[config.mk]
export PLATFORM = sky130hd
export DESIGN_NAME = neuron_accumulator
export DESIGN_NICKNAME = d
export VERILOG_FILES = /design/src/rtl/nn_pkg.sv /design/src/rtl/Adder16.sv /design/src/rtl/neuron_accumulator.sv
export SDC_FILE = /design/constraint.sdc
export NUM_CORES = 1
export LEC_CHECK = 0
export CAP_MARGIN = 0
export CORE_ASPECT_RATIO = 0.7
export CORE_UTILIZATION = 30
export DETAILED_ROUTE_END_ITERATION = 10
export SETUP_SLACK_MARGIN = 0.2
export SLEW_MARGIN = 20
export SYNTH_ARGS = -nofsm -noshare
export SYNTH_HDL_FRONTEND = slang
export SYNTH_SLANG_ARGS = --single-unit
[constraint.sdc]
create_clock -name clk -period 5.9 [get_ports clk]
set_input_delay 1.18 -clock clk [delete_from_list [all_inputs] [get_ports clk]]
set_output_delay 1.18 -clock clk [all_outputs]
set_load 0.02 [all_outputs]
[src/rtl/nn_pkg.sv]
// Shared sign-magnitude widths, saturation limit and FSM state encoding for the neuron datapath.
// Latency: none (declarations and a pure packing helper only).
// Backpressure: not applicable.
package nn_pkg;

  localparam int SM_W     = 21;
  localparam int SIGN_BIT = 20;
  localparam int MAG_W    = 20;

  localparam logic [MAG_W-1:0] SM_MAX_MAG = 20'hFFFFF;

  typedef enum logic [1:0] {
    ST_IDLE = 2'd0,
    ST_ACC  = 2'd1,
    ST_FIN  = 2'd2,
    ST_OUT  = 2'd3
  } state_t;

  // Build a sign-magnitude word from its two fields.
  function automatic logic [SM_W-1:0] sm_pack(input logic sgn, input logic [MAG_W-1:0] mag);
    return {sgn, mag};
  endfunction

endpackage

[src/rtl/Adder16.sv]
// Combinational 21-bit sign-magnitude adder; cout is the carry out of the magnitude MSB.
// Latency: zero cycles, purely combinational.
// Backpressure: none; the caller decides when the result is used.
module Adder16
  import nn_pkg::*;
(
  input  logic [SM_W-1:0] a,
  input  logic [SM_W-1:0] b,
  output logic [SM_W-1:0] sum,
  output logic            cout
);

  logic             a_sgn;
  logic             b_sgn;
  logic [MAG_W-1:0] a_mag;
  logic [MAG_W-1:0] b_mag;
  logic [MAG_W:0]   mag_add;

  assign a_sgn = a[SIGN_BIT];
  assign b_sgn = b[SIGN_BIT];
  assign a_mag = a[MAG_W-1:0];
  assign b_mag = b[MAG_W-1:0];

  // Equal signs add magnitudes; unequal signs subtract the smaller from the larger.
  // A zero-magnitude difference keeps a's sign; callers normalise it later.
  always_comb begin
    sum     = '0;
    cout    = 1'b0;
    mag_add = '0;
    if (a_sgn == b_sgn) begin
      mag_add = {1'b0, a_mag} + {1'b0, b_mag};
      sum     = sm_pack(a_sgn, mag_add[MAG_W-1:0]);
      cout    = mag_add[MAG_W];
    end else if (a_mag >= b_mag) begin
      sum = sm_pack(a_sgn, a_mag - b_mag);
    end else begin
      sum = sm_pack(b_sgn, b_mag - a_mag);
    end
  end

endmodule

[src/rtl/neuron_accumulator.sv]
// Accumulates one neuron: bias plus a stream of sign-magnitude products, saturating, optional ReLU.
// Latency: result valid two cycles after the cycle carrying the last term handshake.
// Backpressure: result and ovf held in OUT until out_ready; in_ready is 1 only in ACC.
module neuron_accumulator
  import nn_pkg::*;
#(
  parameter logic RELU_EN = 1'b1
) (
  input  logic            clk,
  input  logic            rst_n,
  input  logic            start,
  input  logic [SM_W-1:0] bias,
  input  logic            in_valid,
  output logic            in_ready,
  input  logic [SM_W-1:0] in_data,
  input  logic            in_last,
  output logic            out_valid,
  input  logic            out_ready,
  output logic [SM_W-1:0] out_data,
  output logic            busy,
  output logic            ovf
);

  state_t          state;
  state_t          state_nxt;
  logic [SM_W-1:0] acc;
  logic [SM_W-1:0] add_sum;
  logic            add_cout;
  logic            add_ovf;
  logic [SM_W-1:0] sat_sum;
  logic            in_hs;

  Adder16 u_adder (
    .a    (acc),
    .b    (in_data),
    .sum  (add_sum),
    .cout (add_cout)
  );

  // Only same-sign adds can run past the magnitude range; clamp to full scale keeping the sign.
  assign add_ovf = (acc[SIGN_BIT] == in_data[SIGN_BIT]) & add_cout;
  assign sat_sum = add_ovf ? sm_pack(acc[SIGN_BIT], SM_MAX_MAG) : add_sum;

  assign in_hs     = in_valid & in_ready;
  assign in_ready  = (state == ST_ACC);
  assign out_valid = (state == ST_OUT);
  assign busy      = (state != ST_IDLE);

  // Drop the sign of a zero magnitude, then clip negatives to zero when ReLU is enabled.
  function automatic logic [SM_W-1:0] act_norm(input logic [SM_W-1:0] v);
    if (v[MAG_W-1:0] == '0) return '0;
    if (RELU_EN && v[SIGN_BIT]) return '0;
    return v;
  endfunction

  // State register; reset aborts any neuron in flight.
  always_ff @(posedge clk or negedge rst_n) begin
    if (!rst_n) state <= ST_IDLE;
    else        state <= state_nxt;
  end

  // Next-state logic; start is only honoured in IDLE.
  always_comb begin
    state_nxt = state;
    case (state)
      ST_IDLE: if (start)            state_nxt = ST_ACC;
      ST_ACC:  if (in_hs && in_last) state_nxt = ST_FIN;
      ST_FIN:                        state_nxt = ST_OUT;
      ST_OUT:  if (out_ready)        state_nxt = ST_IDLE;
      default:                       state_nxt = ST_IDLE;
    endcase
  end

  // Datapath registers: load bias, accumulate terms, latch the activated result once in FIN.
  always_ff @(posedge clk or negedge rst_n) begin
    if (!rst_n) begin
      acc      <= '0;
      ovf      <= 1'b0;
      out_data <= '0;
    end else begin
      case (state)
        ST_IDLE: begin
          if (start) begin
            acc <= bias;
            ovf <= 1'b0;
          end
        end
        ST_ACC: begin
          if (in_hs) begin
            acc <= sat_sum;
            if (add_ovf) ovf <= 1'b1;
          end
        end
        ST_FIN:  out_data <= act_norm(acc);
        default: ;
      endcase
    end
  end

endmodule

## After elaboration in Yosys (flattened, before gate mapping)

Cells that the tools add are included.

- Bits of input ports: 48
- Word-level logic and storage cells: 56
- Bits in writable memories: 0
- Bits in latches: 0
- Flip-flop bits (word level): 45
- Memory bits (read-only): 0
- Memories: 0
- Output and inout bits: 25

- Shift-type cells: 0
- Magnitude comparators: 1
- Multiply operators: 0
- Multiplexer cells: 24
- Div/mod/pow operators: 0
- Equality and inequality tests: 12
- Reductions and logical operators: 9
- $add $sub $neg: 3
- Bitwise gates (word level): 2

Operators by type and width:

| cell | number |
|---|---|
| 2-to-1 mux 21 bit | 9 |
| one-hot mux 21 bit (2 select lines) | 1 |
| subtractor 20 bit | 2 |
| adder 20 x 20 -> 21 bit | 1 |
| greater-or-equal comparator 20 bit | 1 |
| zero test 20 bit | 1 |
| 2-to-1 mux 1 bit | 9 |
| inequality test 2 x 1 -> 1 bit (second input constant) | 4 |
| inequality test 2 bit (second input constant) | 4 |
| one-hot mux 2 bit (4 select lines) | 1 |
| 2-to-1 mux 2 bit | 3 |
| AND reduction 3 bit | 2 |
| AND reduction 6 bit | 1 |
| == test 2 bit (second input constant) | 2 |
| AND reduction 4 bit | 1 |
| nonzero test 2 bit | 2 |
| bitwise AND 1 bit | 2 |
| == test 2 x 1 -> 1 bit (second input constant) | 1 |
| zero test 2 bit | 1 |
| one-hot mux 1 bit (2 select lines) | 1 |
| == test 1 bit | 1 |
| logical AND 1 bit | 1 |

## Logic depth before layout (Yosys ltp)

- Word-level depth: 7
- Mapped depth: 13
- Gate-level depth less buffers: 12

## Hierarchy

Synthesis repeated with hierarchy kept, for this count alone.

- Cell total of the unflattened synthesis: 662
- Area, all modules: 5,251.3 um^2

By module, submodules not included:

| module | instances | area an instance (um^2) | seq. area each (um^2) | cells each |
|---|---|---|---|---|
| Adder16 | 1 | 3,146.8 | 0.0 | 448 |
| neuron_accumulator | 1 | 2,104.5 | 1,101.1 | 214 |

## Worst setup path before layout

Ideal clock, no wire load.

- Path type: input -> register
- Start: input in_data[0]
- End: register acc[2]
- Library setup time: 136 ps
- Path slack: 2,249 ps
- Required time: 5,764 ps
- Path buffers: 1
- Data arrival time: 3,515 ps
- Cell stages on the path: 12
- Cell sequence: ha_1 > fa_1 > nand2b_1 > a211oi_2 > nor4_4 > o21ai_4 > nand2_1 > buf_4 > mux2i_1 > a2111o_1 > a31oi_1 > o21ai_1

- Cells in the longest elaborated chain, start to end: 6
- Elaborated cells on any way between the ends: 11
- Classes of those cells: add/sub: 3; order compare: 1; mux: 6; bitwise: 1

Ends and longest elaborated chain:

| element | line | RTL |
|---|---|---|
| start: declaration | neuron_accumulator.sv:15 | `input logic [SM_W-1:0] in_data,` |
| subtractor 20 bit (tied with other cells) | Adder16.sv:37 | `sum = sm_pack(b_sgn, b_mag - a_mag);` |
| 2-to-1 mux 21 bit or 2-to-1 mux 1 bit (tied branches) | Adder16.sv:34, Adder16.sv:30 |  |
| 2-to-1 mux 21 bit or bitwise AND 1 bit (tied branches) | Adder16.sv:30, neuron_accumulator.sv:41 |  |
| 2-to-1 mux 21 bit (*) | neuron_accumulator.sv:42 | `assign sat_sum = add_ovf ? sm_pack(acc[SIGN_BIT], SM_MAX_MAG) : add_sum;` |
| 2-to-1 mux 21 bit (*) | neuron_accumulator.sv:89 | `if (in_hs) begin` |
| one-hot mux 21 bit (2 select lines) (*) | neuron_accumulator.sv:81 | `case (state)` |
| end signal: assignment | neuron_accumulator.sv:84 | `acc <= bias;` |
| end signal: assignment | neuron_accumulator.sv:90 | `acc <= sat_sum;` |
| end: declaration | neuron_accumulator.sv:26 | `logic [SM_W-1:0] acc;` |

Every way passes the cells marked *; elsewhere a longest branch is shown, timed or not. The select of a mux whose other input is x is not followed.
A chain may end at the register's enable or synchronous reset.

## Worst setup path in the final report

- Start: input in_data[15]
- End: register acc[2]

- Cells in the longest elaborated chain, start to end: 6
- Elaborated cells on any way between the ends: 9
- Classes of those cells: add/sub: 1; order compare: 1; mux: 6; bitwise: 1

Ends and longest elaborated chain:

| element | line |
|---|---|
| adder 20 x 20 -> 21 bit or greater-or-equal comparator 20 bit (tied branches) | Adder16.sv:31, Adder16.sv:34 |
| 2-to-1 mux 1 bit or 2-to-1 mux 21 bit (tied branches) | Adder16.sv:30, Adder16.sv:34 |
| bitwise AND 1 bit or 2-to-1 mux 21 bit (tied branches) | neuron_accumulator.sv:41, Adder16.sv:30 |
| 2-to-1 mux 21 bit (*) | neuron_accumulator.sv:42 |
| 2-to-1 mux 21 bit (*) | neuron_accumulator.sv:89 |
| one-hot mux 21 bit (2 select lines) (*) | neuron_accumulator.sv:81 |

Marks and branches as above.

==> flow_summary.json <==
{
  "status": "finished clean",
  "max_cap_violations": 0,
  "firstDrtPassIters": 5,
  "hold_viol": 0,
  "ant_nets": 0,
  "grt.busiest_layer": "met1",
  "synth_cells": 627,
  "hold_path_class": "register to register",
  "wl_per_cell_um": 20.0,
  "synthDistinctLibCells": 75,
  "die_w_um": 157,
  "layout.nets": 794,
  "synth_top_area_share_pct": 21.7,
  "irDropWorstVdd_uv": 252,
  "grt_first_pass_wirelength_um": 28500,
  "yosys-top-cells-area": "dfrtp_1, ha_1, a21oi_1, inv_1, a22o_1",
  "leakage_nw": 2.67,
  "grt_use_met2_pct": 26.5,
  "syn2layout_area_growth_pct": 21.0,
  "synth_area_mm2": 0.00508,
  "synth-seq-cells": 44,
  "slew_headroom_pct": 27.4,
  "cts_buffer_depth": 2,
  "synth_ff_type": "dfrtp_1",
  "cts.sinks": 44,
  "ys_seq_area_share_pct": 21.7,
  "layout-drive-gt1-share_pct": 6.64,
  "worst_pin_slew_ns": 1.09,
  "diodes": 0,
  "crit_path_start_kind": "input port",
  "cts_resized": 0,
  "yosys.area.top_type": "dfrtp_1",
  "start_util_pct": 30.9,
  "ys_top_cells_by_count": "ha_1, a21oi_1, inv_1",
  "post_cts.repair.setup_buffers": 0,
  "ioPinCount": 73,
  "synth.most_common_cell": "ha_1",
  "antenna_found_initial": 1,
  "syn_nets": 744,
  "grt_start_max_net_pins": 45,
  "timing.fmax_mhz": 211,
  "holdPathStages": 1,
  "drt_iter0_drc": 642,
  "hpwl_um": 14100,
  "drv_slew": 0,
  "period_needed_ns": 4.73,
  "avgSynthCellArea_um2": 8.10,
  "cp.required_ns": 6.05,
  "grt_overflow": 0,
  "grt_pass1_vias": 4846,
  "ys_warn_count": 0,
  "post-place-ws_ns": 0.897,
  "cts_root_buffer": "clkbuf_16",
  "final.setup.tns_ns": 0,
  "cts_tree": "done",
  "synth-edff-count": 0,
  "grtUsageTotal_pct": 21.2,
  "vias": 5027,
  "drt_wl_total_um": 18100,
  "coreArea_mm2": 0.0164,
  "gp_congestion": 0.919,
  "gr-usage-met1_pct": 34.1,
  "grt_use_met3_pct": 6.84,
  "critical_path_class": "input port to register",
  "vias_per_cell": 5.57,
  "clk_pin_slew_ns": 0.06,
  "die_h_um": 111,
  "insertion_delay_ns": 0.29,
  "n_fill_cell": 1714,
  "timing.final.ws_setup_ns": 1.17,
  "htreeDepth": 2,
  "setup_violations": 0,
  "end_kind": "register",
  "rsz0062_at_grt": "no",
  "worst-path-max-fanout": 14,
  "die_area_mm2": 0.0175,
  "core.rowCount": 39,
  "synthArstFlopShare_pct": 100,
  "port_buffers": 71,
  "drc": 0,
  "cts_hold_buf": 0,
  "pwr_density_cell_mw_per_mm2": 622,
  "cts_made_buffers": 5,
  "fin_crit_sh_pct": 80.2,
  "skew_ns": 0.00820,
  "arrival_ns": 4.88,
  "reg2reg_depth": 10,
  "fin_util_pct": 37.3
}
## area by class of cell
class | count | area (um2) | share of cell area [%]
Timing Repair Buffer | 79 | 768 | 12.5
Clock inverter | 1 | 30.0 | 0.489
Inverter | 60 | 225 | 3.67
Tap cell | 225 | 282 | 4.58
Sequential cell | 44 | 1100 | 17.9
Multi-Input combinational cell | 487 | 3580 | 58.3
Clock buffer | 7 | 153 | 2.49
## per-stage QoR
| stage | power, mW | std cells | hold slack, ns | cell area [um2] |
|---|---|---|---|---|
| floorplan | 2.53 | 627 | 0.533 | 5080 |
| global placement | 3.43 | 895 | 0.494 | 5960 |
| detailed placement | 3.37 | 895 | 0.498 | 5960 |
| CTS | 3.74 | 903 | 0.521 | 6140 |
| global route | 4.09 | 903 | 0.536 | 6140 |
| finish | 3.82 | 903 | 0.522 | 6140 |
## flip-flops by register name, indices dropped and copies added, names as in the netlist
name	flops
acc	21
state	2
out_data	20
ovf	1
## placed cells by master, fill, tap and decap left out, types with 4 or more instances in the layout
master	instances
a31oi_1	11
a221oi_2	7
a22o_1	20
xor2_1	5
dfrtp_1	44
o22ai_1	4
nand3_1	12
o21ai_1	6
a21o_1	16
inv_1	58
o211ai_1	5
nor2_1	43
nor3_1	22
clkdlybuf4s50_1	70
clkbuf_16	5
nor2b_1	8
nand2b_1	7
ha_1	66
o31ai_1	4
a211oi_1	8
o221ai_1	6
nand2_1	37
xnor2_1	12
o21bai_1	6
or3_1	8
a21oi_1	59
nor4_1	6
o21ai_0	35
buf_4	9
mux2i_1	5
## worst max-delay path: stages
cell and delay (ns):
clkdlybuf4s50_1 0.51, inv_1 0.06, ha_1 0.56, nand4_1 0.31
nor4_2 0.45, nor4_4 0.10, o21ai_4 0.38, nand2_1 0.42
mux2i_1 0.23, a2111o_1 0.42, a31oi_1 0.20, o21ai_1 0.08
## path summary, 6_finish.rpt
check                                               from                        to  slack, ns
worst max-delay path                         in_data[15]        acc[2]$_DFFE_PN0P_       1.17
worst min-delay path            out_data[16]$_DFFE_PN0P_  out_data[16]$_DFFE_PN0P_       0.52
worst max register to register       acc[15]$_DFFE_PN0P_        acc[2]$_DFFE_PN0P_       2.07
worst min register to register  out_data[16]$_DFFE_PN0P_  out_data[16]$_DFFE_PN0P_       0.52
max in group asynchronous                          rst_n   out_data[6]$_DFFE_PN0P_       4.62
min in group asynchronous                          rst_n  out_data[13]$_DFFE_PN0P_       0.89
## where the power goes
group | internal (mW) | switching (mW) | total, mW
sequential | 0.439 | 0.222 | 0.661
clock | 0.223 | 0.119 | 0.342
combinational | 1.06 | 1.76 | 2.82
total | 1.72 | 2.10 | 3.82
## per-layer routing
layer	share of wire, %	vias up
met5	0.072	-
met4	1.4	2
met3	12	23
met2	36	270
met1	51	2346
li1	-	2386
## cells by family (layout without fill, tap and decap cells)
family / count (synthesis) / in the layout / share of synthesized area (%)
AOI/OAI and AO/OA: 229 / 229 / 32.1
muxes: 7 / 7 / 1.50
xor gates and xnor gates: 18 / 18 / 3.11
buffers and inverters: 96 / 147 / 8.01
other: 1 / 1 / 0.0739
adders and majority gates: 69 / 69 / 17.5
and+or+nand+nor: 163 / 163 / 16.1
DFF: 44 / 44 / 21.7
(Power assumes the default switching activity.)
